--- config.mk ---
export PLATFORM = sky130hd
export DESIGN_NAME = correlation_barker_wrapper_flat
export DESIGN_NICKNAME = d
export VERILOG_FILES = /design/src/rtl/correlation_barker_wrapper_pkg.sv /design/src/rtl/axis_1bit.sv /design/src/rtl/correlation_barker_core.sv /design/src/rtl/correlation_barker_wrapper.sv /design/src/flat_wrapper.sv
export SDC_FILE = /design/constraint.sdc
export NUM_CORES = 1
export LEC_CHECK = 0
export ABC_AREA = 1
export CAP_MARGIN = 15
export CORE_ASPECT_RATIO = 1.25
export CORE_MARGIN = 8
export CORE_UTILIZATION = 40
export CTS_BUF_LIST = sky130_fd_sc_hd__clkbuf_8 sky130_fd_sc_hd__clkbuf_16
export CTS_CLUSTER_DIAMETER = 30
export DETAILED_ROUTE_END_ITERATION = 7
export PLACE_DENSITY = 0.67
export SYNTH_ARGS = -nofsm -noshare
export SYNTH_HDL_FRONTEND = slang
export SYNTH_SLANG_ARGS = --single-unit
--- constraint.sdc ---
create_clock -name i_clk -period 5.3 [get_ports i_clk]
set_clock_uncertainty 0.15 [all_clocks]
set_input_delay 0.53 -clock i_clk [delete_from_list [all_inputs] [get_ports i_clk]]
set_output_delay 0.53 -clock i_clk [all_outputs]
set_load 0.02 [all_outputs]
--- src/rtl/correlation_barker_wrapper_pkg.sv ---
// Shared constants and types for the Barker-13 correlator: reference word,
// architecture selector, match-count type and the registered output beat.
package barker_pkg;

  localparam int BARKER_LEN = 13;
  localparam logic [BARKER_LEN-1:0] BARKER13 = 13'b1111100110101;

  typedef enum logic [0:0] {
    ARCH_POPCOUNT   = 1'b0,
    ARCH_ADDER_TREE = 1'b1
  } arch_e;

  typedef logic [3:0] match_t;

  typedef struct packed {
    logic vld;
    logic dat;
  } det_beat_t;

  // Bit i is set where the window chip agrees with the reference chip at i.
  function automatic logic [BARKER_LEN-1:0] chip_agree(input logic [BARKER_LEN-1:0] win);
    return ~(win ^ BARKER13);
  endfunction

endpackage

--- src/rtl/axis_1bit.sv ---
// Minimal 1-bit AXI-Stream link: tdata, tvalid, tready only.
interface axis_1bit;
  logic [0:0] tdata;
  logic       tvalid;
  logic       tready;

  modport master (output tdata, output tvalid, input tready);
  modport slave  (input tdata, input tvalid, output tready);
endinterface

--- src/rtl/correlation_barker_core.sv ---
// Window -> agreeing-chip count, purely combinational (zero latency, no flow control).
// ARCH_TYPE picks a behavioural popcount or an explicit balanced adder tree.
module correlation_barker_core
  import barker_pkg::*;
#(
  parameter int ARCH_TYPE = 0
) (
  input  logic [BARKER_LEN-1:0] i_window,
  output match_t                o_matches
);

  logic [BARKER_LEN-1:0] w_agree;
  assign w_agree = chip_agree(i_window);

  if (ARCH_TYPE == int'(ARCH_ADDER_TREE)) begin : g_tree
    logic [1:0] w_l1 [6];
    logic [2:0] w_l2 [3];
    logic [3:0] w_l3a;
    logic [2:0] w_l3b;

    for (genvar k = 0; k < 6; k++) begin : g_l1
      assign w_l1[k] = {1'b0, w_agree[2*k]} + {1'b0, w_agree[2*k+1]};
    end
    for (genvar k = 0; k < 3; k++) begin : g_l2
      assign w_l2[k] = {1'b0, w_l1[2*k]} + {1'b0, w_l1[2*k+1]};
    end

    // Odd chip out (bit 12) joins the shallow branch; max 4+1 fits 3 bits.
    assign w_l3a     = {1'b0, w_l2[0]} + {1'b0, w_l2[1]};
    assign w_l3b     = w_l2[2] + {2'b00, w_agree[12]};
    assign o_matches = w_l3a + {1'b0, w_l3b};
  end else begin : g_pop
    match_t w_count;

    always_comb begin
      w_count = '0;
      for (int i = 0; i < BARKER_LEN; i++) begin
        w_count = w_count + {3'b000, w_agree[i]};
      end
    end

    assign o_matches = w_count;
  end

endmodule

--- src/rtl/correlation_barker_wrapper.sv ---
// Barker-13 detector on a 1-bit chip stream: one output beat per input beat, 1-clock latency.
// Single registered output stage; s_axis.tready drops only while that stage is full and stalled.
module correlation_barker_wrapper
  import barker_pkg::*;
#(
  parameter int ARCH_TYPE = 0,
  parameter int MATCH_MIN = 13
) (
  input  logic     i_clk,
  input  logic     i_rst,
  axis_1bit.slave  s_axis,
  axis_1bit.master m_axis
);

  // Only the 12 most recent chips are stored; the incoming chip completes the window.
  logic [BARKER_LEN-2:0] r_hist;
  det_beat_t             r_out;

  logic                  w_s_rdy;
  logic                  w_accept;
  logic [BARKER_LEN-1:0] w_window;
  match_t                w_matches;
  logic                  w_detect;

  assign w_s_rdy  = !r_out.vld || m_axis.tready;
  assign w_accept = s_axis.tvalid && w_s_rdy;
  assign w_window = {r_hist, s_axis.tdata[0]};
  assign w_detect = (w_matches >= 4'(MATCH_MIN));

  correlation_barker_core #(
    .ARCH_TYPE(ARCH_TYPE)
  ) u_core (
    .i_window (w_window),
    .o_matches(w_matches)
  );

  always_ff @(posedge i_clk or posedge i_rst) begin
    if (i_rst) begin
      r_hist    <= '0;
      r_out.vld <= 1'b0;
      r_out.dat <= 1'b0;
    end else if (w_accept) begin
      r_hist    <= w_window[BARKER_LEN-2:0];
      r_out.vld <= 1'b1;
      r_out.dat <= w_detect;
    end else if (m_axis.tready) begin
      r_out.vld <= 1'b0;
    end
  end

  assign s_axis.tready = w_s_rdy;
  assign m_axis.tvalid = r_out.vld;
  assign m_axis.tdata  = r_out.dat;

endmodule

--- src/flat_wrapper.sv ---
// flat-port wrapper written by rule: the top's interface ports become plain ports
module correlation_barker_wrapper_flat import barker_pkg::*;
#(
  parameter int ARCH_TYPE = 0,
  parameter int MATCH_MIN = 13
)
  (i_clk, i_rst, s_axis_tdata, s_axis_tvalid, s_axis_tready, m_axis_tdata, m_axis_tvalid, m_axis_tready);
  axis_1bit s_axis_i ();
  axis_1bit m_axis_i ();
  input  logic i_clk;
  input  logic i_rst;
  input wire logic [$bits(s_axis_i.tdata)-1:0] s_axis_tdata;
  input wire logic [$bits(s_axis_i.tvalid)-1:0] s_axis_tvalid;
  output wire logic [$bits(s_axis_i.tready)-1:0] s_axis_tready;
  output wire logic [$bits(m_axis_i.tdata)-1:0] m_axis_tdata;
  output wire logic [$bits(m_axis_i.tvalid)-1:0] m_axis_tvalid;
  input wire logic [$bits(m_axis_i.tready)-1:0] m_axis_tready;
  assign s_axis_i.tdata = s_axis_tdata;
  assign s_axis_i.tvalid = s_axis_tvalid;
  assign s_axis_tready = s_axis_i.tready;
  assign m_axis_tdata = m_axis_i.tdata;
  assign m_axis_tvalid = m_axis_i.tvalid;
  assign m_axis_i.tready = m_axis_tready;
  correlation_barker_wrapper #(.ARCH_TYPE(ARCH_TYPE), .MATCH_MIN(MATCH_MIN)) u_core (.i_clk(i_clk), .i_rst(i_rst), .s_axis(s_axis_i), .m_axis(m_axis_i));
endmodule
Word level (Yosys, flattened, before mapping)

Index checks and enable logic that the tools add are counted.

$add $sub $neg: 12
Order comparisons: 1
Multiplexer cells: 2
Bitwise gates (word level): 2
Reduce and logical (&&, ||, !) cells: 4

Operator list:

| operator           | count |
|---|---|
| $add 4x1->4        | 9 |
| $not 13->13        | 1 |
| $not 9->9          | 1 |
| $add 3x1->4        | 1 |
| $ge 4x4->1 const B | 1 |
| $add 2x1->3        | 1 |
| $add 1x1->2        | 1 |
| $mux 1             | 2 |
| $reduce_bool 2->1  | 1 |
| $logic_and 1x1->1  | 1 |
| $logic_not 1->1    | 1 |
| $logic_or 1x1->1   | 1 |

Register bits after elaboration: 14
Input port bits: 5
Output and inout bits: 3
Logic and storage cells: 24

Logic depth before layout (Yosys ltp)

Gate-level depths: netlist (run 1).

Depth in word-level cells: 15
Gate-level depth with buffers: 17
Mapped depth without buffers: 17

By module

A second synthesis (run 1) with hierarchy kept.

Cell total of the unflattened synthesis: 101
Area total of the unflattened synthesis: 890.9 um2

By module, submodules not included:

| module                     | times used | cells an instance | area an instance (um2) | seq. area each (um2) |
|---|---|---|---|---|
| correlation_barker_wrapper | 1          | 66                | 595.6                  | 350.3 |
| correlation_barker_core    | 1          | 35                | 295.3                  | 0.0 |

Worst setup path before layout (run 1)

Ideal clock, no wire load.

Kind: input -> register
Start point: input s_axis_tdata
End point: register u_core.r_out, in the netlist u_core.m_axis.tdata
Library setup time: 116 ps
Arrival time: 3,672 ps
Required time: 5,034 ps
Path slack: 1,362 ps
Cell stages on the path: 14
Buffers on the path: 0
Cell sequence: fa_1 -> inv_1 -> fa_1 -> fa_1 -> inv_1 -> fa_1 -> inv_1 -> fa_1 -> fa_1 -> nand2_1 -> nand2_1 -> nor2_1 -> nand2_1 -> nand2_1

Word-level cells in the longest chain between the ends: 15

RTL lines:

| what                     | line                                 | source |
|---|---|---|
| start: declaration       | flat_wrapper.sv:12                   | `input wire logic [$bits(s_axis_i.tdata)-1:0] s_axis_tdata;` |
| $not 9->9 (no line)      | --                                   |  |
| $not 13->13              | correlation_barker_wrapper_pkg.sv:22 | `return ~(win ^ BARKER13);` |
| $add 1x1->2              | correlation_barker_core.sv:38        | `w_count = w_count + {3'b000, w_agree[i]};` |
| $add 2x1->3              | correlation_barker_core.sv:38        |  |
| $add 3x1->4              | correlation_barker_core.sv:38        |  |
| $add 4x1->4 (9 in a row) | correlation_barker_core.sv:38        |  |
| $ge 4x4->1               | correlation_barker_wrapper.sv:28     | `assign w_detect = (w_matches >= 4'(MATCH_MIN));` |
| end: declaration         | correlation_barker_wrapper.sv:17     | `det_beat_t r_out;` |

Every way passes these cells.
A chain may end at the register's enable or synchronous reset.

Final worst setup path (run 1)

Same ends and word-level chain as after synthesis.

==> summary.md, run 1 <==
| Metric | Value |
|---|---|
| Status | finished, final reports clean |
| Crit path largest cell delay | around 0.54 ns |
| Post-CTS Hold Fix Bufs | 0 |
| Vias/cell | about 4.2 |
| Die X | between 50 and 60 um |
| RD Place Congestion | roughly 0.76 |
| Crit path DAT | 4.24 ns |
| H-tree depth | 1 |
| EDFF count, synth | 0 |
| GR Overflow Total | 0 |
| Synthesized area per cell | 10.0 um^2 |
| Peak fanout along the critical path | 2 |
| Crit-path cells | clkdlybuf4s50_1 > fa_1 > inv_1 > fa_1 > fa_1 > inv_1 > fa_1 > inv_1 > fa_1 > fa_1 > nand2_1 > nand2_1 > nor2_1 > nand2_1 > nand2_1 |
| Area of the multi-input gates | ~430 um^2 |
| Setup TNS | 0 ns |
| Vias | 542 |
| Worst slew pin tran | roughly 0.53 ns |
| CP Capture Type | flop |
| Crit-path most repeated cell | fa_1 |
| Total Power | about 0.00063 W |
| Crit-path leading delay family | adder cells |
| Die area | ~0.0040 mm^2 |
| Most instantiated cells after synthesis | inv_1, nand2_1, dfrtp_1 |
| Reg clk slew, reported paths | 0.05 ns |
| Number of I/O pins | 8 |
| 1st-iter DRT viols | 8 |
| Drt pass-1 iters | 4 |
| CP Launch Type | input port |
| Ys async rst share | 1.00 |
| CTS resizes | 0 |
| Register area share after synthesis | 0.389 |
| WL final | 1.29 mm |
| CTS tree | done |
| Library cells used by synthesis | 12 |
| Clk sinks | 14 |
| Static leakage | about 0.53 nW |
| Starting Density | 0.416 |
| Slowest cell on crit path | fa_1 |
| Slew Limit Headroom | 0.644 |
| Top cells by area, synth | dfrtp_1, fa_1, inv_1 |
| Vias in the first global route | slightly above 600 |
| Mapped Area | 900 um^2 |
| Fin. max-slew vios | 0 |
| Final setup viols | 0 |
| DRC | 0 |
| Final hold violations | 0 |
| Area growth syn-to-layout | 13.2% |
| Std cell rows | 19 |
| Fill cell count | around 210 |
| Initial antenna violation count | 0 |
| CTS Buffer Depth | 2 |
| Nets | roughly 120 |
| Main synth FF type | dfrtp_1 |
| Die Y | ~69 um |
| # Max-Cap Violations | 0 |
| Power per cell area | ~600 mW/mm^2 |
| Yosys Warn Count | 0 |
| WP buf/inv | 4 |
| HP Class | reg2reg |
| TritonCTS Buffers | 3 |
| N_diodes | 0 |
| # Post-CTS Setup Buffers | 0 |
| Fin crit share | 0.804 |
| Cells after Synth | 90 |
| GRT Total Usage | 0.0764 |
| Synth top area share | 0.389 |
| CP Class | in2reg |
| Peak Freq | ~230 MHz |
| Global-route wire length before repair | ~2.4 mm |
| Final ANT Viol Nets | 0 |
| RSZ-0062 raised after global routing | no |
| Most frequent cell after synthesis | inv_1 |
| Number of buffers added on ports | 7 |
| Post-Syn Nets | between 100 and 150 |
| Worst-Skew Late Latency | about 0.24 ns |
| Core box area | approximately 0.0022 mm^2 |
| Worst EP required | between 5 and 6 ns |
| Largest net degree at the start of global routing | 28 |
| Fraction of layout instances using a drive strength above 1 | 0.173 |
| Register bit total from synthesis | 14 |
| Biggest area consumer among synthesized cells | dfrtp_1 |
| Maximum vdd drop | 0.445 mV |
| Post-detail-place hpwl | about 1.1 mm |
| Root Buffer | clkbuf_8 |
| WL per Instance | 10.0 um |
| FF+latch area | ~350 um^2 |
| Min Tclk post-route | between 4 and 5 ns |
kinds of logic after synthesis:
family	after synthesis	share of synthesized area
flip-flops	14	0.389
buffers and inverters	25	0.131
AO/OA/AOI/OAI	12	0.117
adder cells (fa/ha/maj)	11	0.220
AND/OR/NAND/NOR	28	0.143
through the flow:
stage / instances / util / setup slack, ns / hold slack [ns] / cell area, um^2
after floorplan: 90 / - / 1.36 / 0.269 / 900
after global placement: 126 / 0.452 / 0.778 / 0.314 / 977
after detailed placement: 126 / 0.452 / 0.775 / 0.314 / 977
after CTS: 129 / 0.471 / 1.01 / 0.329 / 1020
after global routing: 129 / 0.471 / 0.884 / 0.361 / 1020
final: 129 / 0.471 / 1.04 / 0.326 / 1020
layout make-up:
cell class / count / area share
clock buffer: 3 / 0.0405
tap: 31 / 0.0381
multi-input combinational: 51 / 0.424
sequential: 14 / 0.344
inverter: 23 / 0.0848
timing repair buffer: 7 / 0.0688
layer usage:
metal  GRT usage  vias to the layer above  wire, um
met5           0                        -         0
met4      0.0656                        0        36
met3     0.00557                        2         6
met2       0.123                        2       696
met1      0.0868                      259       552
li1            -                      279         -
layout by cell type (no fill, tap or decap):
cell type	n
a21oi_2	4
clkbuf_8	3
clkdlybuf4s50_1	7
dfrtp_1	14
fa_1	8
ha_1	3
inv_1	23
nand2_1	20
nand2_4	1
nand2_8	1
nor2_1	6
o21ai_2	8
worst reg2reg max path, cell delays in order (launching register included):
cell     delay, ns
dfrtp_1       0.35
inv_1         0.15
fa_1          0.44
inv_1         0.08
fa_1          0.43
fa_1          0.50
inv_1         0.05
fa_1          0.47
inv_1         0.05
fa_1          0.39
fa_1          0.49
nand2_1       0.05
nand2_1       0.06
nor2_1        0.04
nand2_1       0.06
nand2_1       0.04
final timing paths:
check                      slack, ns                start                    to  cells after the start
setup reg to reg                1.39     u_core.r_hist[0]   u_core.m_axis.tdata                     15
hold reg to reg                 0.33  u_core.m_axis.tdata   u_core.m_axis.tdata                      2
min in group asynchronous       0.49                i_rst  u_core.m_axis.tvalid                      2
max in group asynchronous       4.16                i_rst      u_core.r_hist[4]                      2
setup / recovery                1.04         s_axis_tdata   u_core.m_axis.tdata                     15
hold / removal                  0.33  u_core.m_axis.tdata   u_core.m_axis.tdata                      2
flip-flops by register name, indices dropped and copies added, names as in the netlist:
name and cells:
u_core.m_axis.tdata 1, u_core.m_axis.tvalid 1, u_core.r_hist 12
where the power goes:
group	internal, W	switching, W
clock network	0.0000501	0.0000340
logic	0.000169	0.000227
registers	0.000131	0.0000138
Note: power is estimated with default switching activity, not from simulation.
==> run 2, diff against run 1 <==
- clock period: 5.3 -> 4.3 ns (I/O delays scaled with it)
==> run 2 against run 1 <==
Die area unchanged. First-iteration DRC count up 75%. Sequential cell count is the same. Hold slack better by 0.0065 ns. Largest power group unchanged.
==> summary.md, run 2 (synthesized netlist as in run 1, its figures left out) <==
| Metric | Value |
|---|---|
| # Post-CTS Setup Buffers | 0 (unchanged) |
| RD Place Congestion | 0.704 (-7.8%) |
| Die Y | 69.0 um (unchanged) |
| Post-detail-place hpwl | 1.19 mm (+11%) |
| CP Capture Type | flop |
| Fin crit share | 0.904 |
| HP Class | reg2reg |
| Vias | 551 (+1.7%) |
| WL final | 1.44 mm (+12%) |
| Fin. max-slew vios | 0 (unchanged) |
| Worst EP required | 4.28 ns (-1.00 ns) |
| RSZ-0062 raised after global routing | no |
| Power per cell area | 788 mW/mm^2 (+28%) |
| N_diodes | 0 (unchanged) |
| Area growth syn-to-layout | 13.8% |
| Number of buffers added on ports | 7 (unchanged) |
| Peak fanout along the critical path | 3 (+1) |
| Worst-Skew Late Latency | 0.24 ns (about the same) |
| CP Launch Type | flop |
| Worst slew pin tran | 0.527 ns (-0.00679 ns) |
| Most frequent cells in the layout | inv_1, nand2_1, dfrtp_1, o21ai_2, fa_1 |
| Worst setup startpoint | u_core.r_hist[0] |
| Clk sinks | 14 (unchanged) |
| 1st-iter DRT viols | 14 (+6) |
| Met3 Wirelength | 11 um (+83%) |
| Fraction of layout instances using a drive strength above 1 | 0.184 (+0.0102) |
| CTS tree | done |
| Vias in the first global route | 629 (+4.0%) |
| Crit path DAT | 3.87 ns (-0.37 ns) |
| DRC | 0 (unchanged) |
| Global-route wire length before repair | 2.60 mm (+6.2%) |
| Initial antenna violation count | 0 (unchanged) |
| TritonCTS Buffers | 3 (unchanged) |
| Min Tclk post-route | between 3 and 4 ns |
| Starting Density | 0.416 (unchanged) |
| Reg clk slew, reported paths | 0.06 ns (about the same) |
| Met2 wire length | 829 um (+19%) |
| Std cell rows | 19 (unchanged) |
| CP endpoint | u_core.m_axis.tdata |
| Worst reg2reg startpoint | u_core.r_hist[0] |
| Drt pass-1 iters | 4 (unchanged) |
| Final hold violations | 0 (unchanged) |
| Slowest cell on crit path | fa_1 |
| Die area | 0.00403 mm^2 (unchanged) |
| Crit-path cells | inv_1 > fa_1 > inv_1 > fa_1 > fa_1 > inv_1 > fa_1 > inv_1 > fa_2 > fa_1 > nand2_1 > nand2_1 > nor2_1 > nand2_1 > nand2_1 |
| Crit path largest cell delay | 0.50 ns (-0.04 ns) |
| Final ANT Viol Nets | 0 (unchanged) |
| Root Buffer | clkbuf_8 |
| Maximum vdd drop | 0.498 mV (+12%) |
| Crit-path most repeated cell | fa_1 |
| Largest net degree at the start of global routing | 28 (unchanged) |
| Status | finished, final reports clean |
| Static leakage | 0.538 nW (+1.6%) |
| Largest register FFs | 12 (unchanged) |
| R2R Path End | u_core.m_axis.tdata |
| Commonest non-fill, non-tap cell in the layout | inv_1 |
| WL per Instance | 11.2 um (+12%) |
| Final setup viols | 0 (unchanged) |
| Peak Freq | roughly 260 MHz |
| GR Overflow Total | 0 (unchanged) |
| H-tree depth | 1 (unchanged) |
| Fin util | 0.473 (+0.00231) |
| Slew Limit Headroom | 0.648 (+0.00453) |
| Reg2Reg Depth | 15 (unchanged) |
| R2r setup slk | 0.41 ns (-0.98 ns) |
| Largest Register | u_core.r_hist |
| Nets | 116 (unchanged) |
| Core box area | 0.00216 mm^2 (unchanged) |
| Vias/cell | 4.27 (+1.7%) |
| GRT Total Usage | 0.0804 (+0.00402) |
| Setup TNS | 0 ns (unchanged) |
| Max layer used | met4 |
| Number of I/O pins | 8 (unchanged) |
| # Max-Cap Violations | 0 (unchanged) |
| CTS Buffer Depth | 2 (unchanged) |
| CP Class | reg2reg |
| Met1 Wirelength | 554 um (+0.36%) |
| Die X | 58.4 um (unchanged) |
[run 2: area by class of cell]
class	count	area, um^2
sequential	14	350
tap	31	38.8
fill	212	1140
clock buffer	3	41.3
timing repair buffer	7	72.6
multi-input combinational	51	434
inverter	23	86.3
[run 2: stage by stage]
stage               worst slack [ns]  hold slack [ns]  instance area, um^2  instances  power (W)
finish                         0.412            0.333                 1020        129   0.000807
global route                   0.226            0.360                 1020        129   0.000921
CTS                           0.0645            0.339                 1020        129   0.000830
detailed placement            -0.176            0.325                  977        126   0.000715
global placement              -0.122            0.315                  977        126   0.000669
floorplan                      0.462            0.169                  900         90   0.000584
[run 2: where the power goes]
group	switching [W]	total, W	internal, W
Clock	0.0000432	0.000105	0.0000619
Combinational	0.000300	0.000522	0.000222
Sequential	0.0000186	0.000180	0.000161
Total	0.000362	0.000807	0.000445
[run 2: per-layer routing]
layer,global-route usage,vias to the layer above
met4,0.0574,0
met5,0,-
li1,-,276
met1,0.0822,263
met2,0.149,7
met3,0,5
[run 2: worst min path at each step]
stage	startpoint	to	slack, ns	cells past startpoint
2_1_floorplan	i_rst	u_core.m_axis.tdata	0.17	1
3_3_place_gp	u_core.m_axis.tdata	u_core.m_axis.tdata	0.32	2
3_5_place_dp	u_core.r_hist[2]	u_core.r_hist[2]	0.33	2
4_1_cts	u_core.r_hist[7]	u_core.r_hist[7]	0.34	2
5_1_grt	u_core.r_hist[6]	u_core.r_hist[6]	0.36	2
6_report	u_core.r_hist[7]	u_core.r_hist[7]	0.33	2
[run 2: worst max-delay path: cells and delay by family (launching register included)]
kind                       cells  cell delay, ns
and+or+nand+nor                5            0.26
DFF                            1            0.36
buffers and inverters          4            0.33
adders and majority gates      6            2.68
[run 2: repair_timing]
| action | 4_1_cts | 5_1_grt |
|---|---|---|
| hold endpoints to repair | 0 | 0 |
| endpoints found under the setup margin | 0 | 1 |
| resized for setup | 0 | 2 |
| hold buffers | 0 | 0 |
==> run 3, diff against run 2 <==
- CELL_PAD_IN_SITES_DETAIL_PLACEMENT: not set -> 1
- CELL_PAD_IN_SITES_GLOBAL_PLACEMENT: not set -> 1
- PLACE_DENSITY: 0.67 -> 0.8
==> run 3 against run 2 <==
Clock power is 23% higher. First-iteration DRC count fell by 21%. Core utilization increased by 0.40 points. Sequential share of layout area is 0.29 points lower. Sequential power about the same. Count of clock-buffer cells in the layout grew 1. Combinational power decreased by 0.8%. Final area up 0.86%. Cell count grew 0.78%.
==> summary.md, run 3 (synthesized netlist as in run 1, its figures left out) <==
| Metric | Value |
|---|---|
| Most frequent cells in the layout | inv_1, nand2_1, dfrtp_1, o21ai_2, fa_1 |
| Final ANT Viol Nets | 0 (unchanged) |
| Vias | 564 (+2.4%) |
| Reg2Reg Depth | 14 (-1) |
| N_diodes | 0 (unchanged) |
| Total Power | 0.000827 W (+2.5%) |
| Peak fanout along the critical path | 2 (-1) |
| Largest register FFs | 12 (unchanged) |
| Number of buffers added on ports | 7 (unchanged) |
| Vias/cell | 4.34 (+1.6%) |
| Post-route setup slack | 0.144 ns (-0.268 ns) |
| Number of I/O pins | 8 (unchanged) |
| Fraction of layout instances using a drive strength above 1 | 0.182 (-0.00186) |
| Worst reg2reg startpoint | u_core.r_hist[4] |
| Final hold violations | 0 (unchanged) |
| # Max-Cap Violations | 0 (unchanged) |
| GRT Total Usage | 0.0971 (+0.0167) |
| Largest net degree at the start of global routing | 28 (unchanged) |
| Crit path DAT | 4.15 ns (+0.28 ns) |
| GR Overflow Total | 0 (unchanged) |
| CTS tree | done |
| WL final | 1.62 mm (+12%) |
| Fin. max-slew vios | 0 (unchanged) |
| Fin crit share | 0.967 (+0.0623) |
| Die area | 0.00403 mm^2 (unchanged) |
| H-tree depth | 1 (unchanged) |
| Largest Register | u_core.r_hist |
| TritonCTS Buffers | 3 (unchanged) |
| Static leakage | 0.536 nW (-0.26%) |
| Root Buffer | clkbuf_8 |
| HP Class | reg2reg |
| CP Launch Type | input port |
| RD Place Congestion | 0.739 (+4.9%) |
| HP Start | u_core.m_axis.tdata |
| Peak Freq | 241 MHz (-6.4%) |
| Reg clk slew, reported paths | 0.06 ns (about the same) |
| WL per Instance | 12.5 um (+11%) |
| Std cell rows | 19 (unchanged) |
| Global-route wire length before repair | 2.93 mm (+13%) |
| Nets | 116 (unchanged) |
| Power per cell area | 801 mW/mm^2 (+1.6%) |
| Clk sinks | 14 (unchanged) |
| # Post-CTS Setup Buffers | 0 (unchanged) |
| DP Worst Slack | -0.194 ns (-0.0178 ns) |
| R2r setup slk | 0.32 ns (-0.09 ns) |
| Min Tclk post-route | 4.16 ns (+0.268 ns) |
| 1st-iter DRT viols | 11 (-3) |
| Area growth syn-to-layout | 14.7% |
| Status | finished, final reports clean |
| Initial antenna violation count | 0 (unchanged) |
| Worst-Skew Late Latency | 0.25 ns (about the same) |
| Core box area | 0.00216 mm^2 (unchanged) |
| CP Class | in2reg |
| Die Y | 69.0 um (unchanged) |
| Final setup viols | 0 (unchanged) |
| Drt pass-1 iters | 2 (-2) |
| Post-detail-place hpwl | 1.34 mm (+12%) |
| Worst Hold End | u_core.m_axis.tdata |
| Maximum vdd drop | 0.514 mV (+3.3%) |
| Fin util | 0.477 (+0.00405) |
| Worst EP required | 4.29 ns (about the same) |
| Commonest non-fill, non-tap cell in the layout | inv_1 |
| R2R Path End | u_core.m_axis.tdata |
| CTS Buffer Depth | 2 (unchanged) |
| Vias in the first global route | 635 (+0.95%) |
| Die X | 58.4 um (unchanged) |
| RSZ-0062 raised after global routing | no |
| Slew Limit Headroom | 0.630 (-0.0184) |
| Starting Density | 0.416 (unchanged) |
| CP Capture Type | flop |
| Worst slew pin tran | 0.554 ns (+0.0276 ns) |
| DRC | 0 (unchanged) |
| Hold Path Stages | 2 (unchanged) |
==> run 3: changes by cell type in the layout (fill, tap and decap cells not counted) <==
cell and change:
fa_1 +1, clkbuf_8 +1, dlymetal6s2s_1 -1, fa_2 -1
clkdlybuf4s50_1 +1
==> run 3: layout make-up <==
type,instances,area (um^2)
fill,249,1130
timing repair buffer,7,70.1
inverter,23,86.3
sequential,14,350
tap,31,38.8
multi-input combinational,51,432
clock buffer,4,55.1
==> run 3: critical path, stage by stage <==
cell             delay, ns
clkdlybuf4s50_1       0.45
fa_1                  0.54
inv_1                 0.05
fa_1                  0.46
fa_1                  0.50
inv_1                 0.05
fa_1                  0.48
inv_1                 0.05
fa_1                  0.39
fa_1                  0.50
nand2_1               0.06
nand2_1               0.06
nor2_1                0.04
nand2_1               0.07
nand2_1               0.04
==> run 3: how the worst max path moves through the flow <==
stage                 start  cells past startpoint                   to  slack, ns
3_5_place_dp   s_axis_tdata                     15  u_core.m_axis.tdata      -0.19
3_3_place_gp   s_axis_tdata                     15  u_core.m_axis.tdata      -0.11
6_report       s_axis_tdata                     15  u_core.m_axis.tdata       0.14
4_1_cts        s_axis_tdata                     15  u_core.m_axis.tdata       0.07
5_1_grt        s_axis_tdata                     15  u_core.m_axis.tdata       0.01
2_1_floorplan  s_axis_tdata                     14  u_core.m_axis.tdata       0.46
==> run 3: stage by stage <==
| stage | cell area [um^2] | hold slack (ns) | instances | TNS (ns) |
|---|---|---|---|---|
| 6_report | 1030 | 0.332 | 130 | 0 |
| 4_1_cts | 1030 | 0.339 | 130 | 0 |
| 3_5_place_dp | 977 | 0.322 | 126 | -0.194 |
| 3_3_place_gp | 977 | 0.316 | 126 | -0.111 |
| 2_1_floorplan | 900 | 0.169 | 90 | 0 |
| 5_1_grt | 1030 | 0.372 | 130 | 0 |
==> run 3: layer usage <==
layer | global-route usage | vias up | share of wire
li1 | - | 280 | -
met1 | 0.108 | 276 | 0.41
met4 | 0.0656 | 0 | 0.035
met5 | 0 | - | 0
met3 | 0.0111 | 4 | 0.0062
met2 | 0.165 | 4 | 0.55
==> run 3: repair_timing <==
| item | 4_1_cts | 5_1_grt |
|---|---|---|
| hold buffers | 0 | 0 |
| resized for setup | 0 | 0 |
| endpoints found under the setup margin | 0 | 1 |
==> run 3: where the power goes <==
group | internal, W | total [W] | leakage [nW] | switching (W)
clock network | 0.0000811 | 0.000129 | 0.0288 | 0.0000482
registers | 0.000161 | 0.000180 | 0.170 | 0.0000186
logic | 0.000218 | 0.000518 | 0.337 | 0.000300
total | 0.000460 | 0.000827 | 0.536 | 0.000367
